[src/rtl/shared_reg_arbiter.sv]
// Round-robin arbiter sharing one load/set/clear register among N requesters.
// One strobe per grant, then the grant is held for HOLD guard cycles.
module shared_reg_arbiter #(
  parameter int unsigned N     = 4,
  parameter int unsigned WIDTH = 8,
  parameter int unsigned HOLD  = 2
) (
  input  logic               clk,
  input  logic               rst,
  input  logic [N-1:0]       req,
  input  logic [2*N-1:0]     op,
  input  logic [WIDTH*N-1:0] data,
  output logic [N-1:0]       grant,
  output logic [N-1:0]       ack,
  output logic               reg_load,
  output logic               reg_set,
  output logic               reg_clr,
  output logic [WIDTH-1:0]   reg_data,
  output logic               busy
);

  localparam int unsigned PW = (N > 1) ? $clog2(N) : 1;

  typedef enum logic [1:0] {IDLE, ISSUE, GUARD} state_t;

  state_t           state_q;
  logic [PW-1:0]    ptr_q;
  logic [PW-1:0]    win_q;
  logic [3:0]       cnt_q;
  logic [N-1:0]     grant_q;
  logic [N-1:0]     ack_q;
  logic             load_q;
  logic             set_q;
  logic             clr_q;
  logic [WIDTH-1:0] rdata_q;
  logic             busy_q;

  logic             found_c;
  logic [PW-1:0]    sel_c;
  logic [1:0]       sel_op_c;
  logic [WIDTH-1:0] sel_data_c;
  logic [N-1:0]     sel_onehot_c;
  logic [PW-1:0]    ptr_d;

  // Rotating priority as two passes: lowest requester at or above ptr,
  // otherwise lowest requester overall (the wrap-around part).
  always_comb begin
    found_c    = 1'b0;
    sel_c      = '0;
    sel_op_c   = '0;
    sel_data_c = '0;
    for (int unsigned j = 0; j < N; j++) begin
      if (!found_c && req[j] && (j >= 32'(ptr_q))) begin
        found_c    = 1'b1;
        sel_c      = PW'(j);
        sel_op_c   = op[2*j +: 2];
        sel_data_c = data[WIDTH*j +: WIDTH];
      end
    end
    for (int unsigned j = 0; j < N; j++) begin
      if (!found_c && req[j]) begin
        found_c    = 1'b1;
        sel_c      = PW'(j);
        sel_op_c   = op[2*j +: 2];
        sel_data_c = data[WIDTH*j +: WIDTH];
      end
    end
  end

  always_comb begin
    sel_onehot_c = {{(N-1){1'b0}}, 1'b1} << sel_c;
    ptr_d        = (win_q == PW'(N-1)) ? '0 : win_q + 1'b1;
  end

  always_ff @(posedge clk or negedge rst) begin
    if (!rst) begin
      state_q <= IDLE;
      ptr_q   <= '0;
      win_q   <= '0;
      cnt_q   <= '0;
      grant_q <= '0;
      ack_q   <= '0;
      load_q  <= 1'b0;
      set_q   <= 1'b0;
      clr_q   <= 1'b0;
      rdata_q <= '0;
      busy_q  <= 1'b0;
    end else begin
      ack_q   <= '0;
      load_q  <= 1'b0;
      set_q   <= 1'b0;
      clr_q   <= 1'b0;
      rdata_q <= '0;
      case (state_q)
        IDLE: begin
          // Strobe and ack are registered at the grant edge so they are
          // high exactly during the ISSUE cycle.
          if (found_c) begin
            state_q <= ISSUE;
            win_q   <= sel_c;
            grant_q <= sel_onehot_c;
            ack_q   <= sel_onehot_c;
            busy_q  <= 1'b1;
            case (sel_op_c)
              2'b00: begin
                load_q  <= 1'b1;
                rdata_q <= sel_data_c;
              end
              2'b01: begin
                set_q   <= 1'b1;
                rdata_q <= '1;
              end
              2'b10: clr_q <= 1'b1;
              default: ;
            endcase
          end
        end
        ISSUE: begin
          if (HOLD == 0) begin
            state_q <= IDLE;
            grant_q <= '0;
            busy_q  <= 1'b0;
            ptr_q   <= ptr_d;
          end else begin
            state_q <= GUARD;
            cnt_q   <= 4'(HOLD);
          end
        end
        GUARD: begin
          if (cnt_q == 4'd1) begin
            state_q <= IDLE;
            grant_q <= '0;
            busy_q  <= 1'b0;
            ptr_q   <= ptr_d;
          end else begin
            cnt_q <= cnt_q - 4'd1;
          end
        end
        default: begin
          state_q <= IDLE;
          grant_q <= '0;
          busy_q  <= 1'b0;
        end
      endcase
    end
  end

  assign grant    = grant_q;
  assign ack      = ack_q;
  assign reg_load = load_q;
  assign reg_set  = set_q;
  assign reg_clr  = clr_q;
  assign reg_data = rdata_q;
  assign busy     = busy_q;

endmodule

[config.mk]
export PLATFORM = sky130hd
export DESIGN_NAME = shared_reg_arbiter
export DESIGN_NICKNAME = d
export VERILOG_FILES = /design/src/rtl/shared_reg_arbiter.sv
export SDC_FILE = /design/constraint.sdc
export NUM_CORES = 1
export LEC_CHECK = 0
export ABC_AREA = 0
export CAP_MARGIN = 40
export CORE_AREA = 2 2 71 73
export CTS_CLUSTER_DIAMETER = 150
export DETAILED_ROUTE_END_ITERATION = 7
export DIE_AREA = 0 0 73 75
export PLACE_DENSITY = 0.7
export REMOVE_ABC_BUFFERS = 1
export SKIP_CTS_REPAIR_TIMING = 1
export SLEW_MARGIN = 5
export SYNTH_ARGS = -nofsm -noshare
export SYNTH_HDL_FRONTEND = slang
export SYNTH_SLANG_ARGS = --single-unit
export TNS_END_PERCENT = 1
[constraint.sdc]
create_clock -name clk -period 2.5 [get_ports clk]
set_clock_uncertainty 0.15 [all_clocks]
set_input_delay 0.375 -clock clk [delete_from_list [all_inputs] [get_ports clk]]
set_output_delay 0.375 -clock clk [all_outputs]
set_load 0.01 [all_outputs]
==> metrics.md <==
| Metric | Value |
|---|---|
| Status | `finished clean` |
| Global-route usage over all layers | `0.188` |
| CTS clk-pin slew, worst paths | `0.06 ns` |
| Row count | `25` |
| Placement-stage cell area | `0.00260 mm^2` |
| Worst slew margin | `0.635` |
| # clock sinks | `30` |
| Worst hold path type | `flip-flop to flip-flop` |
| Synthesized area | `0.00178 mm^2` |
| Avg Cell Area, Syn | `9.36 um^2` |
| Crit share post-route | `0.924` |
| Final Power | `2.53 mW` |
| Initial antenna violation count | `0` |
| Routability cong. | `0.854` |
| Initial core utilization | `0.381` |
| Worst-skew pair later-pin latency | `around 0.27 ns` |
| R2R Setup Slk | `0.19 ns` |
| Final HPWL DP | `3.89 mm` |
| Least-Margin Pin Slew | `0.546 ns` |
| RSZ-0062 raised after global routing | `no` |
| Worst Hold End | `grant[3]` |
| Post-synthesis sequential area ratio | `0.422` |
| Max Freq | `433 MHz` |
| H-tree depth | `2` |
| RR Endpoint | `reg_data[6]` |
| Grt ovf | `0` |
| Ports | `66` |
| Avg WL per Cell | `around 15 um` |
| First-pass GRT wire length | `7.92 mm` |
| CTS tree | `yes` |
| TNS Setup | `0 ns` |
| Setup Crit Path Kind | `flip-flop to flip-flop` |
| Core area | `0.00466 mm^2` |
| Fill cells | `around 400` |
| R2R depth | `6` |
| Worst Path Arrival | `2.29 ns` |
| Layout overhead on the synthesized area | `50.9%` |
| Avg Vias per Cell | `5.53` |
| Req. time, crit path | `2.48 ns` |
| DRC | `0` |
| Final WS setup | `0.190 ns` |
| Final Instance Area | `between 0.002 and 0.003 mm^2` |
| Final Util | `0.576` |
| Max IR drop VDD | `0.428 mV` |
| Max FO, Critical Path | `15` |
| Leak pwr | `~1.2 nW` |
| YS warnings | `0` |
| Worst hold start | `grant[3]` |
| Vias after detailed routing | `1820` |
| NumNets Final | `324` |
| Setup crit end kind | `flip-flop` |
| Inserted Clock Buffers | `5` |
| Post-place setup slack | `0.00981 ns` |
| CTS Buffer Depth | `2` |
| Share of layout cells above drive strength 1 | `0.145` |
| Post-Syn Instances | `190` |
| Worst r2r src | `ptr_q[1]` |
| Min Tclk post-route | `2.31 ns` |
| Post-Route WL | `5.02 mm` |
| Pwr Density | `approximately 940 mW/mm^2` |
| CP startpoint kind | `flip-flop` |
| Detailed Routing Iterations Pass 1 | `4` |
| Hold path cells | `1` |
| Synth unique cells | `43` |
| Max-cap violations | `0` |
| Final Hold Vio Count | `0` |
| Vias in the first global route | `1712` |
| # diodes | `0` |
| Post-DRT Antenna Nets | `0` |
| Root Driver | `clkbuf_8` |
| 1st-iter DRT viols | `142` |
| Die extent in x | `between 70 and 80 um` |
| Final setup viols | `0` |
| Largest net degree at the start of global routing | `31` |
| Full die area | `0.00548 mm^2` |
| Yosys reg bits | `30` |
| Slew Limit Fails | `0` |
| Port bufs | `65` |
| Die Span Y | `roughly 75 um` |
metal layers:
layer,vias to the layer above,wire length (um),GRT usage
met5,-,0,0
met4,0,94,0.0700
met3,10,315,0.0321
met2,81,2330,0.287
met1,853,2280,0.267
li1,876,-,-
per-stage QoR:
step / instances / hold WS [ns]
global route: 329 / 0.340
floorplan: 181 / -0.0706
finish: 329 / 0.325
global placement: 322 / 0.310
CTS: 329 / 0.330
detailed placement: 322 / 0.317
registers in the layout (all words and copies together) (netlist names):
signal / flops
reg_load: 1
cnt_q: 4
ack: 4
reg_clr: 1
reg_data: 8
ptr_q: 2
state_q: 2
win_q: 2
busy: 1
reg_set: 1
grant: 4
final cells by class:
class / count / area [um^2] / area share
Clock buffer: 5 / 68.8 / 0.0257
Clock inverter: 2 / 10.0 / 0.00373
Inverter: 9 / 33.8 / 0.0126
Multi-Input combinational cell: 142 / 936 / 0.349
Sequential cell: 30 / 751 / 0.280
Tap cell: 54 / 67.6 / 0.0252
Timing Repair Buffer: 87 / 816 / 0.304
worst max-delay path by stage:
stage	endpoint	slack, ns	from
floorplan	reg_clr	0.19	ptr_q[1]
global route	reg_data[1]	0.08	ptr_q[1]
finish	reg_data[6]	0.19	ptr_q[1]
global placement	reg_data[6]	-0.03	req[3]
CTS	reg_data[6]	0.24	ptr_q[1]
detailed placement	reg_data[6]	0.01	req[3]
worst max-delay path, cell delays in order (launching register included):
cell	delay, ns
dfrtp_1	0.65
nor3b_4	0.29
and3_1	0.29
inv_1	0.09
a21oi_1	0.16
a211o_1	0.36
a41oi_2	0.16
power by group:
part / internal, mW / switching [mW] / leakage [nW]
clock: 0.186 / 0.172 / 0.0438
sequential: 0.695 / 0.164 / 0.392
combinational: 0.687 / 0.623 / 0.757
total: 1.57 / 0.959 / 1.19
kinds of logic after synthesis:
| logic type | count (synthesis) | synth area share |
|---|---|---|
| muxes | 5 | 0.0303 |
| adders and majority gates | 3 | 0.0211 |
| buffers and inverters | 18 | 0.0514 |
| DFF | 30 | 0.422 |
| AOI/OAI and AO/OA | 70 | 0.281 |
| xor gates and xnor gates | 2 | 0.00985 |
| and+or+nand+nor | 62 | 0.184 |
Yosys cell counts, drive strengths merged:
cell / instances / area (um^2)
a221oi: 1 / 8.76
nand3b: 1 / 7.51
o311ai: 1 / 26.3
o22ai: 3 / 18.8
o21ai: 14 / 70.1
a21o: 5 / 37.5
o221ai: 1 / 8.76
o22a: 1 / 8.76
a21oi: 16 / 83.8
a21boi: 1 / 7.51
mux2i: 2 / 20.0
inv: 9 / 33.8
a211o: 6 / 52.6
a31oi: 8 / 50.1
nand3: 9 / 45.0
buf: 4 / 38.8
and3: 5 / 36.3
a222oi: 6 / 60.1
nand2b: 4 / 25.0
xnor2: 2 / 17.5
a41oi: 1 / 16.3
nor2b: 3 / 18.8
dfrtp: 30 / 751
nand2: 16 / 60.1
a221o: 1 / 10.0
nor2: 16 / 60.1
a22oi: 2 / 15.0
clkbuf: 5 / 18.8
a21bo: 1 / 10.0
nor3b: 2 / 26.3
mux2: 3 / 33.8
ha: 3 / 37.5
o31ai: 2 / 15.0
and3b: 1 / 8.76
nor3: 2 / 21.3
or2: 1 / 6.26
nor4: 2 / 12.5
layout by cell type, fill, tap and decap left out, types with 2 or more instances in the layout:
master and n:
o22ai_1 3, a222oi_1 6, xnor2_1 2, a31oi_1 8, nand3_1 9, o21ai_0 12
nand2_1 16, a21oi_1 15, inv_1 9, nor4_1 2, ha_1 3, nand2b_1 4
clkbuf_8 5, and3_1 4, nor2_1 16, o31ai_1 2, clkdlybuf4s50_1 65, mux2i_1 2
a211o_1 6, dfrtp_1 30, clkinv_2 2, buf_4 22, o21ai_1 2, mux2_2 3
a22oi_1 2, nor2b_1 3, a21o_1 5
Power figures use the tool's default switching activity.
